## src/rtl/reg_hazard_scoreboard.sv

```systemverilog
// reg_hazard_scoreboard
//   Tracks in-flight GPR writes between the Read stage and writeback and
//   produces the canRead qualifier consumed by Read.
//   Each register has a saturating in-flight counter:
//     - It increments when an instruction issues with that register as dest/special.
//     - It decrements on writeback.
//   A sticky error flag records writeback underflow and forced overflow.
//
// Ports
//   clk, reset                      rising-edge clock, synchronous active-low reset
//   sourceReg1In/ValidIn            source operand 1 of the decoded instruction
//   sourceReg2In/ValidIn            source operand 2 of the decoded instruction
//   destRegIn/ValidIn               destination of the decoded instruction
//   destRegisterSpecialIn/ValidIn   second destination (e.g. RDX of IMUL)
//   isReadSuccessfulIn              Read stage accepted the instruction this cycle
//   stallIn, wbStallIn              stalls that also gate Read
//   wbRegIn/ValidIn                 register written back this cycle
//   wbRegSpecialIn/ValidIn          second register written back this cycle
//   flushIn                         discard all pending-writer state
//   canReadOut                      no hazard on the current decoded instruction
//   pendingMaskOut                  bit r set while register r has a pending writer
//   underflowErrOut                 sticky writeback-underflow / overflow error
module reg_hazard_scoreboard #(
    parameter int unsigned NUM_REGS = 16,
    parameter int unsigned CNT_W    = 2
) (
    input  logic                clk,
    input  logic                reset,
    input  logic [3:0]          sourceReg1In,
    input  logic                sourceReg1ValidIn,
    input  logic [3:0]          sourceReg2In,
    input  logic                sourceReg2ValidIn,
    input  logic [3:0]          destRegIn,
    input  logic                destRegValidIn,
    input  logic [3:0]          destRegisterSpecialIn,
    input  logic                destRegisterSpecialValidIn,
    input  logic                isReadSuccessfulIn,
    input  logic                stallIn,
    input  logic                wbStallIn,
    input  logic [3:0]          wbRegIn,
    input  logic                wbRegValidIn,
    input  logic [3:0]          wbRegSpecialIn,
    input  logic                wbRegSpecialValidIn,
    input  logic                flushIn,
    output logic                canReadOut,
    output logic [NUM_REGS-1:0] pendingMaskOut,
    output logic                underflowErrOut
);

    localparam logic [CNT_W-1:0] CNT_MAX = '1;

    logic [CNT_W-1:0] counter_q [NUM_REGS];
    logic [CNT_W-1:0] counter_d [NUM_REGS];
    logic             underflow_err_q;
    logic             underflow_err_d;

    // Codes at or above NUM_REGS never match any tracked register.
    function automatic logic hit(input logic valid, input logic [3:0] code,
                                 input int unsigned r);
        return valid && (code == 4'(r));
    endfunction

    always_comb begin
        logic issue;
        logic inc;
        logic dec;
        logic hazard;

        issue           = isReadSuccessfulIn && !stallIn && !wbStallIn;
        inc             = 1'b0;
        dec             = 1'b0;
        hazard          = 1'b0;
        underflow_err_d = underflow_err_q;
        pendingMaskOut  = '0;

        for (int unsigned r = 0; r < NUM_REGS; r++) begin
            // OR of the two hit terms makes dest==special (or wb==wbSpecial)
            // a single event on that register.
            inc = issue && (hit(destRegValidIn, destRegIn, r) ||
                            hit(destRegisterSpecialValidIn, destRegisterSpecialIn, r));
            dec = hit(wbRegValidIn, wbRegIn, r) ||
                  hit(wbRegSpecialValidIn, wbRegSpecialIn, r);

            pendingMaskOut[r] = (counter_q[r] != '0);

            // Hazard looks only at registered counts: a same-cycle writeback
            // does not release the consumer until the following cycle.
            if ((counter_q[r] != '0) &&
                (hit(sourceReg1ValidIn, sourceReg1In, r) ||
                 hit(sourceReg2ValidIn, sourceReg2In, r) ||
                 hit(destRegValidIn, destRegIn, r) ||
                 hit(destRegisterSpecialValidIn, destRegisterSpecialIn, r)))
                hazard = 1'b1;
            if ((counter_q[r] == CNT_MAX) &&
                (hit(destRegValidIn, destRegIn, r) ||
                 hit(destRegisterSpecialValidIn, destRegisterSpecialIn, r)))
                hazard = 1'b1;

            counter_d[r] = counter_q[r];
            if (flushIn) begin
                counter_d[r] = '0;
            end else if (inc && !dec) begin
                if (counter_q[r] == CNT_MAX) underflow_err_d = 1'b1;
                else                         counter_d[r] = counter_q[r] + CNT_W'(1);
            end else if (dec && !inc) begin
                if (counter_q[r] == '0) underflow_err_d = 1'b1;
                else                    counter_d[r] = counter_q[r] - CNT_W'(1);
            end
        end

        canReadOut = !hazard;
    end

    always_ff @(posedge clk) begin
        if (!reset) begin
            for (int unsigned r = 0; r < NUM_REGS; r++) counter_q[r] <= '0;
            underflow_err_q <= 1'b0;
        end else begin
            counter_q       <= counter_d;
            underflow_err_q <= underflow_err_d;
        end
    end

    assign underflowErrOut = underflow_err_q;

endmodule

```

## config.mk

```make
export PLATFORM = sky130hd
export DESIGN_NAME = reg_hazard_scoreboard
export DESIGN_NICKNAME = d
export VERILOG_FILES = /design/src/rtl/reg_hazard_scoreboard.sv
export SDC_FILE = /design/constraint.sdc
export NUM_CORES = 1
export LEC_CHECK = 0
export CORE_MARGIN = 5
export CORE_UTILIZATION = 45
export DETAILED_ROUTE_END_ITERATION = 10
export HOLD_SLACK_MARGIN = 0.15
export PLACE_DENSITY = 0.75
export SYNTH_ARGS = -nofsm -noshare
export SYNTH_HDL_FRONTEND = slang
export SYNTH_SLANG_ARGS = --single-unit
```

## constraint.sdc

```tcl
create_clock -name clk -period 2.4 [get_ports clk]
set_input_delay 0.6 -clock clk [delete_from_list [all_inputs] [get_ports clk]]
set_output_delay 0.6 -clock clk [all_outputs]
set_load 0.005 [all_outputs]
```

Word-level counts from Yosys, hierarchy flattened
Index checks and enable logic that the tools add are counted.
{ "classes": {"n_addsub": 32, "multipliers": 0, "div_mod_pow": 0, "n_lt_le_gt_ge": 0, "n_eq_ne": 138, "shifts": 0, "n_mux": 176, "bitwise_logic": 1, "n_reduce_logical": 364} }
{ "ops": {"columns": ["op", "count"], "rows": [
  ["4-bit equality test, second input constant", 48],
  ["1-bit logical AND", 178],
  ["2-bit two-way mux", 64],
  ["1-bit two-way mux", 112],
  ["4-bit by 3-bit equality test with 1-bit output, second input constant", 24],
  ["1-bit logical OR", 80],
  ["2-bit inequality test, second input constant", 32],
  ["2-bit nonzero test", 32],
  ["4-bit by 2-bit equality test with 1-bit output, second input constant", 12],
  ["3-bit AND reduction", 16],
  ["1-bit logical NOT", 35],
  ["2-bit by 1-bit adder with 2-bit output, second input constant", 16],
  ["2-bit equality test, second input constant", 16],
  ["2-bit logical NOT", 16],
  ["2-bit by 1-bit subtractor with 2-bit output, second input constant", 16],
  ["4-bit by 1-bit equality test with 1-bit output, second input constant", 6],
  ["4-bit logical NOT", 6],
  ["2-bit OR reduction", 1],
  ["1-bit inverter", 1]
]} }
{ "word_totals": {"regBits": 33, "latchBits": 0, "ramBits": 0, "romBits": 0, "inputBits": 36, "output_inout_bits": 18, "wordCells": 728, "n_memories": 0} }

Logic depth before layout (Yosys ltp)
{ "depth": {"word_depth": 69, "mapped_depth": 11, "depth_no_buf": 11} }

Worst setup path after synthesis
Ideal clock, no wire load.
{ "synth_path": {"kind": "in2reg", "from": "input port destRegIn[3]", "to": "register underflow_err_q, in the netlist underflowErrOut", "setup_time_ns": 0.115, "t_arrival_ns": 2.396, "required_ns": 2.285, "path_slack_ns": -0.110, "cell_stages": 11, "path_buffers": 0, "path_cell_list": "or3b_1 -> o22a_1 -> nand2b_1 -> inv_2 -> ha_1 -> nand2b_1 -> o32a_1 -> nand4_1 -> nor4_1 -> nor2_1 -> o21a_1"} }
{ "synth_between": {"elab_chain_cells": 69, "elab_cells_between_ends": 190, "classes_between": "eq/ne (15); mux (78); reduce/logical (97)"} }
{ "synth_lines": {"columns": ["item", "line", "rtl"], "rows": [
  ["start: declaration", "33", "input logic [3:0] destRegIn,"],
  ["4-bit logical NOT", "60", "return valid && (code == 4'(r));"],
  ["1-bit logical AND", "60", null],
  ["1-bit logical OR", "79", "inc = issue && (hit(destRegValidIn, destRegIn, r) ||"],
  ["1-bit logical AND", "79", null],
  ["1-bit logical NOT", "105", "end else if (dec && !inc) begin"],
  ["1-bit logical AND", "105", null],
  ["1-bit two-way mux", "105", null],
  ["1-bit two-way mux", "102", "end else if (inc && !dec) begin"],
  ["[53 not listed]", null, null],
  ["1-bit two-way mux", "106", "if (counter_q[r] == '0) underflow_err_d = 1'b1;"],
  ["1-bit two-way mux", "105", null],
  ["1-bit two-way mux", "102", null],
  ["1-bit two-way mux", "100", "if (flushIn) begin"],
  ["1-bit two-way mux", "106", null],
  ["1-bit two-way mux", "105", null],
  ["1-bit two-way mux", "102", null],
  ["1-bit two-way mux *", "100", null],
  ["end signal: assignment", "120", "underflow_err_q <= underflow_err_d;"],
  ["end: declaration", "54", "logic underflow_err_q;"]
]} }
Every way passes the cells marked *; elsewhere a longest branch is shown, timed or not.
A chain may end at the register's enable or synchronous reset.

Worst setup path in the final report
{ "layout_path": {"from": "input port destRegisterSpecialValidIn", "to": "output port canReadOut"} }
{ "layout_between": {"elab_chain_cells": 36, "elab_cells_between_ends": 113, "classes_between": "mux (32); reduce/logical (81)"} }
{ "layout_lines": {"columns": ["item", "line", "rtl"], "rows": [
  ["start: declaration", "36", "input logic destRegisterSpecialValidIn,"],
  ["1-bit logical AND", "60", null],
  ["1-bit logical OR", "91", "hit(destRegValidIn, destRegIn, r) ||"],
  ["1-bit logical AND", "88", "if ((counter_q[r] != '0) &&"],
  ["1-bit two-way mux", "88", null],
  ["1-bit two-way mux", "94", "if ((counter_q[r] == CNT_MAX) &&"],
  ["1-bit two-way mux", "88", null],
  ["1-bit two-way mux", "94", null],
  ["1-bit two-way mux", "88", null],
  ["[20 not listed]", null, null],
  ["1-bit two-way mux", "94", null],
  ["1-bit two-way mux", "88", null],
  ["1-bit two-way mux", "94", null],
  ["1-bit two-way mux", "88", null],
  ["1-bit two-way mux", "94", null],
  ["1-bit two-way mux", "88", null],
  ["1-bit two-way mux *", "94", null],
  ["1-bit logical NOT *", "111", "canReadOut = !hazard;"],
  ["end: declaration", "45", "output logic canReadOut,"]
]} }
Marks and branches as above.

==> results.sh <==
export IMPL_ff2ff_path_depth=7
export IMPL_setup_tns_ps=-318
export IMPL_antenna_found_initial=0
export IMPL_finalHoldViolations=0
export IMPL_numCtsBuffers=5
export IMPL_maxCapViolCount=0
export IMPL_path_max_fanout=4
export IMPL_n_antenna_cell=0
export IMPL_grt_pass1_wl_mm=19.8
export IMPL_synthFlopType="dfxtp_1"
export IMPL_die_area_mm2=0.00891
export IMPL_drc_errors=0
export IMPL_p_clk_share_pct=37.7
export IMPL_grt_max_degree=33
export IMPL_setup_ws_ps=-187
export IMPL_min_from="underflowErrOut"
export IMPL_crit_type="input pin to primary output"
export IMPL_cp_start_kind="input pin"
export IMPL_core_area_mm2=0.00687
export IMPL_internal_power_mw=1.08
export IMPL_synth_edf_count=0
export IMPL_yosysTopAreaCell="dfxtp_1"
export IMPL_fillerInstances=511
export IMPL_first_pass_iters=6
export IMPL_r2r_slack_ps=620
export IMPL_syn_area_per_cell_um2=7.08
export IMPL_syn_inst=453
export IMPL_synth_nets=521
export IMPL_synth_mux_area_share_pct=0
export IMPL_rsz0062_at_grt="yes"
export IMPL_initial_core_util_pct=46.7
export IMPL_clk_pin_slew_worst_paths_ps=80
export IMPL_synth_seq_area_share_pct=20.6
export IMPL_gp_congestion=0.923
export IMPL_p_sw_mw=0.428
export IMPL_synth_compound_area_share_pct=29.7
export IMPL_htreeDepth=2
export IMPL_synthArstFlopShare_pct=0
export IMPL_pin_count=54
export IMPL_routedWlPerCell_um=18.2
export IMPL_slew_headroom_pct=65.9
export IMPL_synth_fa_ha_area_share_pct=12.5
export IMPL_hold_path_class="flop to flop"
export IMPL_syn2layout_area_growth_pct=60.7
export IMPL_powerDensity_mw_per_mm2=292
export IMPL_fin_crit_ps=2590
export IMPL_drive_gt1_share_pct=39.3
export IMPL_cts_sink_count=33
export IMPL_synth_xor_area_share_pct=0
export IMPL_violations="setup timing"
export IMPL_die_h_um=94.4
export IMPL_hold_depth=1
export IMPL_cts_tree="built"
export IMPL_skew_ps=4.79
export IMPL_antenna_left=0
export IMPL_synth_area_mm2=0.00321
export IMPL_fmax_mhz=387
export IMPL_portBuffers=53
export IMPL_tightest_slew_ps=504
export IMPL_ys_top_cells_by_area="dfxtp_1 (21%), ha_1 (12%), o22ai_1 (9.2%)"
export IMPL_viasPerCell=5.96
export IMPL_synth_distinct_cells=36
export IMPL_finalWirelength_mm=12.9
export IMPL_cts_root_buf="clkbuf_8"
export IMPL_regToRegEndpoint="underflowErrOut"
export IMPL_dp_hpwl_mm=8.92
export IMPL_drt_iter0_drc=292
export IMPL_routed_via_count=4214
export IMPL_final_nets=678
export IMPL_power_leakage_nw=2.14
export IMPL_finalSetupViolCount=2
export IMPL_seq_power_share_pct=36.5
export IMPL_clk_latency_ps=290
export IMPL_arrival_ps=1990
export IMPL_yosys_warnings=0
export IMPL_outcome="complete, but fails checks"
export IMPL_grt_pass1_vias=4246
export IMPL_p_sw_share_pct=28.4
export IMPL_comb_power_share_pct=25.8
export IMPL_grt_ovfl_total=0
export IMPL_holdBufCountCts=0
export IMPL_crit_path_end_kind="primary output"
export IMPL_maxSlewViolCount=0
export IMPL_peakVddDrop_v=0.000285
export IMPL_synth_top_family_by_area="simple AND/OR/NAND/NOR gates"
export IMPL_fp_row_count=30
export IMPL_hold_end="underflowErrOut"
export IMPL_reg2reg_from="counter_q[28]"
export IMPL_finalCritPeriodShare_pct=108
export IMPL_synth_simple_area_share_pct=31.9
export IMPL_total_power_mw=1.51
export IMPL_cp_data_required_time_ps=1800
export IMPL_grt_use_total_pct=27.9
export IMPL_die_width_um=94.4
export IMPL_clock_path_buffers=2
export IMPL_ys_seq_elements=33
export IMPL_synth_top_cell_area_share_pct=20.6
==> registers in the layout (all words and copies together) (netlist names) <==
register and flops:
counter_q 32, underflowErrOut 1
==> cells in the final DEF, fill, tap and decap left out, types with 9 or more instances in the layout <==
master            n
o21ai_0          37
clkdlybuf4s50_1  19
ha_1             24
nor3_1           11
inv_1            39
nand2_2          16
o21ai_1           9
nor2_1           28
a21oi_1          32
o22ai_1          23
buf_2            14
a21o_1           11
nand2b_4          9
o22ai_2          18
or2_2            13
nand2b_1         18
nor2b_1          12
buf_4            95
nand2_1          16
dfxtp_1          33
==> kinds of logic (layout without fill, tap and decap cells) <==
family,after synthesis,after routing
and+or+nand+nor,184,184
adders and majority gates,32,32
DFF,33,33
AOI/OAI and AO/OA,159,159
buffers and inverters,45,203
==> critical path, cell delays in order <==
cell and delay (ps):
buf_6 90, buf_6 110, nand3b_1 210, o22ai_2 130, o21ai_1 240, nand4_1 110
or2_1 240, nor3_2 120, buf_2 140
==> stage by stage <==
stage | std cells | util [%] | setup WS, ps | hold WS, ps | area (um^2)
5_1_grt | 707 | 75.0 | -255 | 525 | 5150
3_5_place_dp | 681 | 65.3 | -851 | 480 | 4490
2_1_floorplan | 453 | - | 5.12 | 464 | 3220
4_1_cts | 702 | 73.2 | -129 | 497 | 5030
3_3_place_gp | 681 | 65.3 | -844 | 496 | 4490
6_report | 707 | 75.0 | -187 | 496 | 5150
==> routing by layer <==
metal / GRT usage, % / share of wire [%] / vias up
met5: 0 / 0 / -
met4: 14.3 / 5.0 / 0
met3: 5.50 / 6.9 / 67
met2: 50.9 / 49 / 208
met1: 30.5 / 39 / 1970
li1: - / - / 1969
==> Yosys cell counts, types with 8 or more instances <==
master,instances
nor2_1,30
a21o_1,11
nand4_1,8
nor2b_1,15
o21ai_0,42
ha_1,32
nand2_1,34
nor3_1,11
a21oi_1,32
inv_1,40
nor4b_1,8
dfxtp_1,33
o22ai_1,47
or2_2,15
nand3b_1,8
nand3_1,8
a31oi_1,11
nand2b_1,28
==> cell type report <==
cell class | count | area (um^2) | area share (%)
well taps | 96 | 120 | 2.33
inverters | 41 | 154 | 2.99
clock inverters | 1 | 30.0 | 0.583
clock buffers | 7 | 86.3 | 1.68
repair buffers | 154 | 1240 | 24.0
multi-input cells | 375 | 2860 | 55.6
flip-flops and latches | 33 | 661 | 12.8
==> how the worst max path moves through the flow <==
stage | slack [ps] | depth (start not counted) | startpoint | end
finish | -190 | 9 | destRegisterSpecialValidIn | canReadOut
global route | -260 | 9 | destRegisterSpecialValidIn | canReadOut
CTS | -130 | 9 | destRegisterSpecialValidIn | canReadOut
detailed placement | -850 | 14 | destRegValidIn | underflowErrOut
global placement | -840 | 9 | destRegValidIn | canReadOut
floorplan | 5 | 11 | stallIn | underflowErrOut
==> power by group through the flow <==
stage                     combinational [mW]  sequential, mW  clock, mW
after floorplan                        0.133           0.563          0
after global placement                 0.296           0.564          0
after detailed placement               0.302           0.563          0
after CTS                              0.347           0.551      0.573
after global routing                   0.414           0.551      0.591
final                                  0.389           0.551      0.567
==> repair_timing <==
item,4_1_cts,5_1_grt
setup buffers,13,6
endpoints found under the hold margin,0,0
resized for setup,179,42
endpoints found under the setup margin,18,2
pin swaps,38,21
cloned,1,0
Note: power is estimated with default switching activity, not from simulation.
